`config.mk`:
```
export PLATFORM = sky130hd
export DESIGN_NAME = cache_mem_arbiter_flat
export DESIGN_NICKNAME = d
export VERILOG_FILES = /design/src/rtl/cache_mem_arbiter_if.sv /design/src/rtl/cache_mem_arbiter.sv /design/src/flat_wrapper.sv
export SDC_FILE = /design/constraint.sdc
export NUM_CORES = 1
export LEC_CHECK = 0
export CAP_MARGIN = 20
export CELL_PAD_IN_SITES_DETAIL_PLACEMENT = 1
export CELL_PAD_IN_SITES_GLOBAL_PLACEMENT = 1
export CORE_AREA = 2 2 397 399
export CTS_BUF_LIST = sky130_fd_sc_hd__clkbuf_4
export DETAILED_ROUTE_END_ITERATION = 7
export DIE_AREA = 0 0 399 401
export PLACE_DENSITY = 0.52
export SLEW_MARGIN = 20
export SYNTH_ARGS = -nofsm -noshare
export SYNTH_HDL_FRONTEND = slang
export SYNTH_SLANG_ARGS = --single-unit
```
`constraint.sdc`:
```
create_clock -name clk -period 4.2 [get_ports clk]
set_input_delay 0.63 -clock clk [delete_from_list [all_inputs] [get_ports clk]]
set_output_delay 0.63 -clock clk [all_outputs]
set_load 0.05 [all_outputs]
```
`src/rtl/cache_mem_arbiter_if.sv`:
```
// ---------------------------------------------------------------------------
// cache_mem_arbiter_if
// Groups the icache/dcache refill handshakes and the shared memory port that
// the cache_mem_arbiter serialises.
//   slave  : the arbiter's view (cache requests and memory responses in;
//            grants, memory strobes and line returns out)
//   master : the environment's view (caches plus memory model / bus bridge)
// Signal groups:
//   ic_*      icache line read request and line return
//   dc_rd_*   dcache line read request and accept
//   dc_wr_*   dcache word write request and accept
//   dc_ret_*  dcache line return
//   mem_*     single shared memory read/write channel
// ---------------------------------------------------------------------------
interface cache_mem_arbiter_if #(
  parameter int ADDR_W = 32,
  parameter int LINE_W = 256
);
  logic              ic_rd_req;
  logic [ADDR_W-1:0] ic_rd_addr;
  logic              ic_ret_valid;
  logic [LINE_W-1:0] ic_ret_data;

  logic              dc_rd_req;
  logic [ADDR_W-1:0] dc_rd_addr;
  logic              dc_rd_rdy;

  logic              dc_wr_req;
  logic [ADDR_W-1:0] dc_wr_addr;
  logic [3:0]        dc_wr_wstrb;
  logic [31:0]       dc_wr_data;
  logic              dc_wr_rdy;

  logic              dc_ret_valid;
  logic [LINE_W-1:0] dc_ret_data;

  logic              mem_rd_en;
  logic [ADDR_W-1:0] mem_rd_addr;
  logic [LINE_W-1:0] mem_rd_data;
  logic              mem_rd_valid;

  logic              mem_wr_en;
  logic [ADDR_W-1:0] mem_wr_addr;
  logic [3:0]        mem_wstrb;
  logic [31:0]       mem_wr_data;
  logic              mem_wr_ack;

  modport slave (
    input  ic_rd_req, ic_rd_addr,
    output ic_ret_valid, ic_ret_data,
    input  dc_rd_req, dc_rd_addr,
    output dc_rd_rdy,
    input  dc_wr_req, dc_wr_addr, dc_wr_wstrb, dc_wr_data,
    output dc_wr_rdy,
    output dc_ret_valid, dc_ret_data,
    output mem_rd_en, mem_rd_addr,
    input  mem_rd_data, mem_rd_valid,
    output mem_wr_en, mem_wr_addr, mem_wstrb, mem_wr_data,
    input  mem_wr_ack
  );

  modport master (
    output ic_rd_req, ic_rd_addr,
    input  ic_ret_valid, ic_ret_data,
    output dc_rd_req, dc_rd_addr,
    input  dc_rd_rdy,
    output dc_wr_req, dc_wr_addr, dc_wr_wstrb, dc_wr_data,
    input  dc_wr_rdy,
    input  dc_ret_valid, dc_ret_data,
    input  mem_rd_en, mem_rd_addr,
    output mem_rd_data, mem_rd_valid,
    input  mem_wr_en, mem_wr_addr, mem_wstrb, mem_wr_data,
    output mem_wr_ack
  );
endinterface

```
`src/rtl/cache_mem_arbiter.sv`:
```
// ---------------------------------------------------------------------------
// cache_mem_arbiter
// Serialises icache line reads, dcache line reads and dcache word writes onto
// one shared memory channel and routes the returned line to the requester.
// Priority is dcache write > dcache read > icache read, except that once the
// icache has watched STARVE_LIMIT dcache grants go by while it was waiting,
// it wins the next arbitration.
// Ports:
//   clk  clock
//   rst  synchronous active-high reset
//   bus  cache_mem_arbiter_if.slave (cache requests, line returns, memory port)
// Grants (rdy/en and the granted address) are combinational in the IDLE
// cycle; write payload and read address are captured and held afterwards.
// ---------------------------------------------------------------------------
module cache_mem_arbiter #(
  parameter int ADDR_W       = 32,
  parameter int LINE_W       = 256,
  parameter int STARVE_LIMIT = 4
) (
  input  logic                 clk,
  input  logic                 rst,
  cache_mem_arbiter_if.slave   bus
);

  localparam int CNT_W = $clog2(STARVE_LIMIT + 1);

  typedef enum logic [1:0] {
    IDLE     = 2'd0,
    WR_WAIT  = 2'd1,
    IRD_WAIT = 2'd2,
    DRD_WAIT = 2'd3
  } state_t;

  state_t            state_r;
  state_t            state_nxt_s;
  logic [CNT_W-1:0]  starve_cnt_r;
  logic              gap_r;        // read just finished: keep IDLE one cycle
  logic              ic_flush_r;   // icache dropped its request mid-read

  logic [ADDR_W-1:0] rd_addr_r;
  logic [ADDR_W-1:0] wr_addr_r;
  logic [3:0]        wstrb_r;
  logic [31:0]       wr_data_r;

  logic              ic_ret_valid_r;
  logic              dc_ret_valid_r;
  logic [LINE_W-1:0] ic_ret_data_r;
  logic [LINE_W-1:0] dc_ret_data_r;

  logic              gnt_wr_s;
  logic              gnt_drd_s;
  logic              gnt_ird_s;
  logic              ic_force_s;

  // Next-state and IDLE arbitration
  always_comb begin
    state_nxt_s = state_r;
    gnt_wr_s    = 1'b0;
    gnt_drd_s   = 1'b0;
    gnt_ird_s   = 1'b0;
    ic_force_s  = bus.ic_rd_req && (starve_cnt_r == CNT_W'(STARVE_LIMIT));
    case (state_r)
      IDLE: begin
        if (rst || gap_r) begin
          state_nxt_s = IDLE;
        end else if (ic_force_s) begin
          gnt_ird_s   = 1'b1;
          state_nxt_s = IRD_WAIT;
        end else if (bus.dc_wr_req) begin
          gnt_wr_s    = 1'b1;
          state_nxt_s = WR_WAIT;
        end else if (bus.dc_rd_req) begin
          gnt_drd_s   = 1'b1;
          state_nxt_s = DRD_WAIT;
        end else if (bus.ic_rd_req) begin
          gnt_ird_s   = 1'b1;
          state_nxt_s = IRD_WAIT;
        end else begin
          state_nxt_s = IDLE;
        end
      end
      WR_WAIT: begin
        if (bus.mem_wr_ack) begin
          state_nxt_s = IDLE;
        end else begin
          state_nxt_s = WR_WAIT;
        end
      end
      IRD_WAIT: begin
        if (bus.mem_rd_valid) begin
          state_nxt_s = IDLE;
        end else begin
          state_nxt_s = IRD_WAIT;
        end
      end
      DRD_WAIT: begin
        if (bus.mem_rd_valid) begin
          state_nxt_s = IDLE;
        end else begin
          state_nxt_s = DRD_WAIT;
        end
      end
      default: begin
        state_nxt_s = IDLE;
      end
    endcase
  end

  // State, capture registers, return pulses and starvation counter
  always_ff @(posedge clk) begin
    if (rst) begin
      state_r        <= IDLE;
      starve_cnt_r   <= '0;
      gap_r          <= 1'b0;
      ic_flush_r     <= 1'b0;
      rd_addr_r      <= '0;
      wr_addr_r      <= '0;
      wstrb_r        <= 4'd0;
      wr_data_r      <= 32'd0;
      ic_ret_valid_r <= 1'b0;
      dc_ret_valid_r <= 1'b0;
      ic_ret_data_r  <= '0;
      dc_ret_data_r  <= '0;
    end else begin
      state_r        <= state_nxt_s;
      ic_ret_valid_r <= 1'b0;
      dc_ret_valid_r <= 1'b0;
      gap_r          <= 1'b0;

      if (gnt_wr_s) begin
        wr_addr_r <= bus.dc_wr_addr;
        wstrb_r   <= bus.dc_wr_wstrb;
        wr_data_r <= bus.dc_wr_data;
      end

      if (gnt_drd_s) begin
        rd_addr_r <= bus.dc_rd_addr;
      end else if (gnt_ird_s) begin
        rd_addr_r <= bus.ic_rd_addr;
      end

      // Counts dcache wins the waiting icache has watched; saturates
      if (gnt_ird_s) begin
        starve_cnt_r <= '0;
      end else if ((gnt_wr_s || gnt_drd_s) && bus.ic_rd_req) begin
        if (starve_cnt_r != CNT_W'(STARVE_LIMIT)) begin
          starve_cnt_r <= starve_cnt_r + CNT_W'(1);
        end
      end else if ((state_r == IDLE) && !bus.ic_rd_req) begin
        starve_cnt_r <= '0;
      end

      case (state_r)
        IDLE: begin
          ic_flush_r <= 1'b0;
        end
        IRD_WAIT: begin
          // A flushed fetch still completes with memory but is not returned
          if (!bus.ic_rd_req) begin
            ic_flush_r <= 1'b1;
          end
          if (bus.mem_rd_valid) begin
            gap_r <= 1'b1;
            if (bus.ic_rd_req && !ic_flush_r) begin
              ic_ret_valid_r <= 1'b1;
              ic_ret_data_r  <= bus.mem_rd_data;
            end
          end
        end
        DRD_WAIT: begin
          if (bus.mem_rd_valid) begin
            gap_r          <= 1'b1;
            dc_ret_valid_r <= 1'b1;
            dc_ret_data_r  <= bus.mem_rd_data;
          end
        end
        default: begin
        end
      endcase
    end
  end

  assign bus.dc_wr_rdy    = gnt_wr_s;
  assign bus.mem_wr_en    = gnt_wr_s;
  assign bus.dc_rd_rdy    = gnt_drd_s;
  assign bus.mem_rd_en    = gnt_drd_s | gnt_ird_s;

  // Granted request is forwarded in the grant cycle, then held from capture
  assign bus.mem_rd_addr  = gnt_drd_s ? bus.dc_rd_addr :
                            (gnt_ird_s ? bus.ic_rd_addr : rd_addr_r);
  assign bus.mem_wr_addr  = gnt_wr_s ? bus.dc_wr_addr  : wr_addr_r;
  assign bus.mem_wstrb    = gnt_wr_s ? bus.dc_wr_wstrb : wstrb_r;
  assign bus.mem_wr_data  = gnt_wr_s ? bus.dc_wr_data  : wr_data_r;

  assign bus.ic_ret_valid = ic_ret_valid_r;
  assign bus.ic_ret_data  = ic_ret_data_r;
  assign bus.dc_ret_valid = dc_ret_valid_r;
  assign bus.dc_ret_data  = dc_ret_data_r;

endmodule

```
`src/flat_wrapper.sv`:
```
// flat-port wrapper written by rule: the top's interface ports become plain ports
module cache_mem_arbiter_flat 
#(
  parameter int ADDR_W       = 32,
  parameter int LINE_W       = 256,
  parameter int STARVE_LIMIT = 4
)
  (clk, rst, bus_ic_rd_req, bus_ic_rd_addr, bus_ic_ret_valid, bus_ic_ret_data, bus_dc_rd_req, bus_dc_rd_addr, bus_dc_rd_rdy, bus_dc_wr_req, bus_dc_wr_addr, bus_dc_wr_wstrb, bus_dc_wr_data, bus_dc_wr_rdy, bus_dc_ret_valid, bus_dc_ret_data, bus_mem_rd_en, bus_mem_rd_addr, bus_mem_rd_data, bus_mem_rd_valid, bus_mem_wr_en, bus_mem_wr_addr, bus_mem_wstrb, bus_mem_wr_data, bus_mem_wr_ack);
  cache_mem_arbiter_if #(.ADDR_W(ADDR_W), .LINE_W(LINE_W)) bus_i ();
  input  logic clk;
  input  logic rst;
  input wire logic [$bits(bus_i.ic_rd_req)-1:0] bus_ic_rd_req;
  input wire logic [$bits(bus_i.ic_rd_addr)-1:0] bus_ic_rd_addr;
  output wire logic [$bits(bus_i.ic_ret_valid)-1:0] bus_ic_ret_valid;
  output wire logic [$bits(bus_i.ic_ret_data)-1:0] bus_ic_ret_data;
  input wire logic [$bits(bus_i.dc_rd_req)-1:0] bus_dc_rd_req;
  input wire logic [$bits(bus_i.dc_rd_addr)-1:0] bus_dc_rd_addr;
  output wire logic [$bits(bus_i.dc_rd_rdy)-1:0] bus_dc_rd_rdy;
  input wire logic [$bits(bus_i.dc_wr_req)-1:0] bus_dc_wr_req;
  input wire logic [$bits(bus_i.dc_wr_addr)-1:0] bus_dc_wr_addr;
  input wire logic [$bits(bus_i.dc_wr_wstrb)-1:0] bus_dc_wr_wstrb;
  input wire logic [$bits(bus_i.dc_wr_data)-1:0] bus_dc_wr_data;
  output wire logic [$bits(bus_i.dc_wr_rdy)-1:0] bus_dc_wr_rdy;
  output wire logic [$bits(bus_i.dc_ret_valid)-1:0] bus_dc_ret_valid;
  output wire logic [$bits(bus_i.dc_ret_data)-1:0] bus_dc_ret_data;
  output wire logic [$bits(bus_i.mem_rd_en)-1:0] bus_mem_rd_en;
  output wire logic [$bits(bus_i.mem_rd_addr)-1:0] bus_mem_rd_addr;
  input wire logic [$bits(bus_i.mem_rd_data)-1:0] bus_mem_rd_data;
  input wire logic [$bits(bus_i.mem_rd_valid)-1:0] bus_mem_rd_valid;
  output wire logic [$bits(bus_i.mem_wr_en)-1:0] bus_mem_wr_en;
  output wire logic [$bits(bus_i.mem_wr_addr)-1:0] bus_mem_wr_addr;
  output wire logic [$bits(bus_i.mem_wstrb)-1:0] bus_mem_wstrb;
  output wire logic [$bits(bus_i.mem_wr_data)-1:0] bus_mem_wr_data;
  input wire logic [$bits(bus_i.mem_wr_ack)-1:0] bus_mem_wr_ack;
  assign bus_i.ic_rd_req = bus_ic_rd_req;
  assign bus_i.ic_rd_addr = bus_ic_rd_addr;
  assign bus_ic_ret_valid = bus_i.ic_ret_valid;
  assign bus_ic_ret_data = bus_i.ic_ret_data;
  assign bus_i.dc_rd_req = bus_dc_rd_req;
  assign bus_i.dc_rd_addr = bus_dc_rd_addr;
  assign bus_dc_rd_rdy = bus_i.dc_rd_rdy;
  assign bus_i.dc_wr_req = bus_dc_wr_req;
  assign bus_i.dc_wr_addr = bus_dc_wr_addr;
  assign bus_i.dc_wr_wstrb = bus_dc_wr_wstrb;
  assign bus_i.dc_wr_data = bus_dc_wr_data;
  assign bus_dc_wr_rdy = bus_i.dc_wr_rdy;
  assign bus_dc_ret_valid = bus_i.dc_ret_valid;
  assign bus_dc_ret_data = bus_i.dc_ret_data;
  assign bus_mem_rd_en = bus_i.mem_rd_en;
  assign bus_mem_rd_addr = bus_i.mem_rd_addr;
  assign bus_i.mem_rd_data = bus_mem_rd_data;
  assign bus_i.mem_rd_valid = bus_mem_rd_valid;
  assign bus_mem_wr_en = bus_i.mem_wr_en;
  assign bus_mem_wr_addr = bus_i.mem_wr_addr;
  assign bus_mem_wstrb = bus_i.mem_wstrb;
  assign bus_mem_wr_data = bus_i.mem_wr_data;
  assign bus_i.mem_wr_ack = bus_mem_wr_ack;
  cache_mem_arbiter #(.ADDR_W(ADDR_W), .LINE_W(LINE_W), .STARVE_LIMIT(STARVE_LIMIT)) u_core (.clk(clk), .rst(rst), .bus(bus_i));
endmodule
```
# Yosys cells after proc, flatten, opt, wreduce, memory -nomap -nowiden
# Index checks and enable logic that the tools add are counted.
[totals]
output_inout_bits = 618
input_bits = 395
reg_bits = 621
wordCells = 81
[op_classes]
bitwise_logic = 5
n_eq_ne = 7
n_addsub = 1
mux = 36
reduce_logical = 20
[op_table]
columns = ["cell", "count"]
rows = [
  ["2-to-1 mux 32 bit", 4],
  ["2-to-1 mux 1 bit", 19],
  ["2-to-1 mux 2 bit", 7],
  ["2-to-1 mux 3 bit", 3],
  ["one-hot mux 2 bit (4 select lines)", 1],
  ["OR reduction 2 bit", 4],
  ["AND reduction 2 bit", 3],
  ["== test 2 bit (second input constant)", 2],
  ["logical AND 1 bit", 4],
  ["2-to-1 mux 4 bit", 1],
  ["inequality test 2 bit (second input constant)", 2],
  ["NOT 1 bit", 4],
  ["nonzero test 2 bit", 2],
  ["adder 3 x 1 -> 3 bit (second input constant)", 1],
  ["== test 3 bit (second input constant)", 1],
  ["inequality test 3 bit (second input constant)", 1],
  ["AND reduction 3 bit", 1],
  ["OR reduction 3 bit", 1],
  ["== test 2 x 1 -> 1 bit (second input constant)", 1],
  ["zero test 1 bit", 2],
  ["zero test 2 bit", 1],
  ["logical OR 1 bit", 2],
  ["one-hot mux 1 bit (2 select lines)", 1],
  ["OR 1 bit", 1],
]

# Depth between registers and ports, before layout
[logic_depth]
depth_word = 9
mapped_depth = 8
depth_no_buf = 6

# Worst setup path before layout
# No wires, ideal clock.
[synth_timing]
path_type = "input to output"
startpoint = "input rst"
endpoint = "output bus_mem_rd_addr[10]"
cell_stages = 6
path_slack_ns = 0.660
n_path_buf = 3
t_arrival_ns = 2.910
required_time_ns = 3.570
path_cell_list = "buf_2 or4_4 or4b_1 buf_4 buf_2 a31oi_1"
[synth_via]
elab_chain_cells = 5
elab_cells_between_ends = 7
cone_classes = "mux: 6; reduce/logical: 1"
[synth_lines]
columns = ["element", "line", "text"]
rows = [
  ["from (decl)", "flat_wrapper.sv:11", "input logic rst;"],
  ["logical OR 1 bit *", "cache_mem_arbiter.sv:64", "if (rst || gap_r) begin"],
  ["2-to-1 mux 1 bit", "cache_mem_arbiter.sv:64", ""],
  ["2-to-1 mux 1 bit", "cache_mem_arbiter.sv:62", "case (state_r)"],
  ["2-to-1 mux 32 bit", "cache_mem_arbiter.sv:190", "(gnt_ird_s ? bus.ic_rd_addr : rd_addr_r);"],
  ["2-to-1 mux 32 bit *", "cache_mem_arbiter.sv:189", "assign bus.mem_rd_addr = gnt_drd_s ? bus.dc_rd_addr :"],
  ["to (decl)", "flat_wrapper.sv:27", "output wire logic [$bits(bus_i.mem_rd_addr)-1:0] bus_mem_rd_addr;"],
]
# Every way passes the cells marked *; elsewhere a longest branch is shown, timed or not.

# Final worst setup path
[layout_timing]
startpoint = "register u_core.gap_r"
endpoint = "output bus_mem_rd_addr[3]"
[layout_via]
elab_chain_cells = 5
elab_cells_between_ends = 7
cone_classes = "mux: 6; reduce/logical: 1"
[layout_lines]
columns = ["element", "line", "text"]
rows = [
  ["from (decl)", "cache_mem_arbiter.sv:37", "logic gap_r;"],
  ["from (signal assigned)", "cache_mem_arbiter.sv:114", "gap_r <= 1'b0;"],
  ["from (signal assigned)", "cache_mem_arbiter.sv:128", "gap_r <= 1'b0;"],
  ["from (signal assigned)", "cache_mem_arbiter.sv:163", "gap_r <= 1'b1;"],
  ["logical OR 1 bit *", "cache_mem_arbiter.sv:64", ""],
  ["2-to-1 mux 1 bit", "cache_mem_arbiter.sv:64", ""],
  ["2-to-1 mux 1 bit", "cache_mem_arbiter.sv:62", ""],
  ["2-to-1 mux 32 bit", "cache_mem_arbiter.sv:190", ""],
  ["2-to-1 mux 32 bit *", "cache_mem_arbiter.sv:189", ""],
]
# Marks and branches as above.

==> results.toml <==
[outcome]
outcome = "completed"

[setup_path]
worst-path-stages = 5
endpoint_kind = "primary output"
cp.required_ns = 3.57
cp_slowest_stage_delay_ns = 0.62
critical_path_class = "register to primary output"
timing.critical_path.cells = "or4_4, or4b_4, buf_16, a31oi_1, buf_4"
worst_path_cell_with_the_longest_stage_delay = "sky130_fd_sc_hd__or4b_4"
timing.reg2reg.worst_path_depth = 6
worst-path-max-fanout = 47
cp_top_family = "simple AND/OR/NAND/NOR gates"
arr_time_crit_path_ns = 3.34
worstSetupStartpointType = "register"
cp_num_buf_inv = 2

[logic_synthesis]
mappedNetlistNets = 3108
synth.ff_latch_count = 621
yosys-top-cells-count = "sky130_fd_sc_hd__nand2_1, sky130_fd_sc_hd__dfxtp_1, sky130_fd_sc_hd__a21oi_1"
synth_xor_area_share_pct = 0
post-synth-top-count-cell = "sky130_fd_sc_hd__nand2_1"
synth_mux_area_share_pct = 3.428
synth_top_area_share_pct = 55.66
synth-compound-area-share_pct = 14.76
synth_edf_count = 0
netlist-cell-type-count = 34
synth-warning-count = 0
postSynth.topFlopCell = "sky130_fd_sc_hd__dfxtp_1"
yosys.area_share.adder_pct = 0.1120
netlist_instances = 2711
syn_area_um2 = 22340
synthDominantAreaCellType = "sky130_fd_sc_hd__dfxtp_1"
asyncSetResetFlopFracSynth_pct = 0
synth.avg_cell_area_um2 = 8.239
netlist_top_cells_area = "sky130_fd_sc_hd__dfxtp_1, sky130_fd_sc_hd__nand2_1, sky130_fd_sc_hd__a21oi_1"
seq_area_frac_synth_pct = 55.66
main_combinational_cell_family_by_area_after_synthesis = "simple AND/OR/NAND/NOR gates"
synth_simple_gate_area_share_pct = 21.90

[sta]
timing_hold_violations_final = 0
max_slew_margin_pct = 25.65
final.setup.worst_slack_ns = 0.2340
final_max_slew_viol_count = 0
setup_repair_after_global_routing_missed_its_margin = "yes"
final_period_minus_worst_setup_slack_ns = 3.966
period_share_pct = 94.43
finalSetupTns_ns = 0
max_clock_freq_mhz = 252.1
tightest_slew_ns = 1.115
setup-violations-final = 0
clock_skew_ns = 0.07600

[detailed_routing]
via_per_inst = 3.855
highest-signal-layer = "met5"
route.antenna.remaining_nets = 0
route.final.wire_length_mm = 120.0
dr.pass1.iters = 5
vias = 24000
routedWlPerCell_um = 19.27
drc_violations_left = 0
detailedRoute.firstIterationViolations = 809
wl_met1_mm = 48.54
met3_wirelength_mm = 11.32
met2WireLength_mm = 57.61

[global_routing]
wire_length_of_the_first_global_routing_pass_mm = 173.5
antenna_found_initial = 28
grt_usage_pct = 14.55
grt_start_max_net_pins = 184
final_global_route_overflow_total = 0
first_global_vias = 25230

[placement]
placement.setup.worst_slack_ns = 0.6815
io_buffers = 1012
placed_cells_incl_taps = 5621
gp_routability_congestion = 0.7944
post-dp-hpwl_mm = 86.05

[power]
p_leak_uw = 0.01385
power_per_cell_area_nw_per_um2 = 348.5
worst_ir_drop_vdd_uv = 186.5

[cts]
worst_skew_pair.late_latency_ns = 1.14
tritoncts_clock_tree = "done"
cts.sinks = 621
clock_tree.htree_level_count = 4
cts.reportedPaths.clkPinSlew_ns = 0.07
clockRootBuffer = "sky130_fd_sc_hd__clkbuf_4"
buffer_depth_of_the_longest_clock_path = 3
total_cts_buffers = 193

[die]
fp.dieH_um = 401
fp-row-count = 145
floorplan.die_area_um2 = 160000
start_util_pct = 14.35
core_um2 = 155700
io_pins = 1013
die_width_um = 399

[min_path]
worst_hold_path.num_cells = 3
hold_path.class = "input port to register"

[final_layout]
layoutNonFillerInstCount = 6226
fillers = 18430
final_layout_size_suffix_gt1_share_pct = 14.25
layout_utilization_pct = 25.96
layout-area-overhead-vs-synth_pct = 80.91
finish.net_count = 4426

[job]
drv.max_cap_violation_count = 0
## layout by cell type (no fill, tap or decap), types with 5 or more instances in the layout
cell type,count
sky130_fd_sc_hd__nand2_1,1092
sky130_fd_sc_hd__clkdlybuf4s50_1,907
sky130_fd_sc_hd__dfxtp_1,619
sky130_fd_sc_hd__a21oi_1,514
sky130_fd_sc_hd__clkbuf_4,271
sky130_fd_sc_hd__dlygate4sd3_1,268
sky130_fd_sc_hd__buf_12,78
sky130_fd_sc_hd__buf_4,76
sky130_fd_sc_hd__nor2b_1,68
sky130_fd_sc_hd__mux2_2,68
sky130_fd_sc_hd__clkinv_1,34
sky130_fd_sc_hd__a311oi_2,32
sky130_fd_sc_hd__a31oi_1,30
sky130_fd_sc_hd__nor2_2,29
sky130_fd_sc_hd__diode_2,13
sky130_fd_sc_hd__inv_1,6
sky130_fd_sc_hd__nor2_1,5
## worst min-delay path, stage by stage
cell and delay [ns]:
sky130_fd_sc_hd__clkdlybuf4s50_1 0.45, sky130_fd_sc_hd__nand2_1 0.08, sky130_fd_sc_hd__a21oi_1 0.05
## layout make-up
cell class,instances,area (µm²),area share [%]
Timing Repair Buffer,1333,13970,34.58
Clock inverter,50,269.0,0.6657
Inverter,6,22.52,0.05574
Clock buffer,271,2034,5.035
Tap cell,2058,2575,6.373
Multi-Input combinational cell,1874,9065,22.43
Sequential cell,621,12430,30.77
Antenna cell,13,32.53,0.08051
## per-layer routing
layer	global-route usage [%]	vias to the layer above
li1	-	11580
met1	16.62	11430
met2	24.37	782
met3	6.399	201
met4	4.142	10
met5	0	-
## sequential cells by signal, summed over array words and instances, names as in the netlist
| signal | count |
|---|---|
| u_core.bus.dc_ret_data | 256 |
| u_core.bus.ic_ret_data | 256 |
| u_core.rd_addr_r | 32 |
| u_core.wr_addr_r | 32 |
| u_core.wr_data_r | 32 |
| u_core.wstrb_r | 4 |
| u_core.starve_cnt_r | 3 |
| u_core.state_r | 2 |
| u_core.bus.dc_ret_valid | 1 |
| u_core.bus.ic_ret_valid | 1 |
| u_core.gap_r | 1 |
| u_core.ic_flush_r | 1 |
## what timing repair did
item	in CTS	in global routing
hold endpoints to repair	469	0
cloned	1	0
setup endpoints to repair	31	21
pin swaps	1	1
hold buffers	268	0
gates resized for setup	12	3
buffers inserted	2	0
## per-stage QoR
stage / power, µW / hold slack, ns / area [µm²]
2_1_floorplan: 7043 / 0.4637 / 22340
3_3_place_gp: 8053 / 0.4405 / 35290
3_5_place_dp: 8056 / 0.4469 / 35290
4_1_cts: 14460 / 0.00008460 / 40360
5_1_grt: 14880 / 0.02395 / 40410
6_report: 14080 / 0.1886 / 40410
## cell families after synthesis
| logic type | count (synthesis) |
|---|---|
| and+or+nand+nor | 1220 |
| muxes | 68 |
| buffers and inverters | 216 |
| adders and majority gates | 2 |
| AOI/OAI and AO/OA | 584 |
| DFF | 621 |
## where the power goes
part	internal [µW]	switching, µW
clock network	2970	2970
logic	989	1130
registers	5990	39.7
total	9950	4140
## worst paths after layout
kind	slack [ns]	endpoint	from
hold / removal	0.19	u_core.bus.ic_ret_data[36]	bus_mem_rd_data[36]
hold reg to reg	0.45	u_core.bus.dc_ret_data[186]	u_core.bus.dc_ret_data[186]
setup / recovery	0.23	bus_mem_rd_addr[3]	u_core.gap_r
setup reg to reg	1.47	u_core.rd_addr_r[14]	u_core.gap_r
Power figures use the tool's default switching activity.
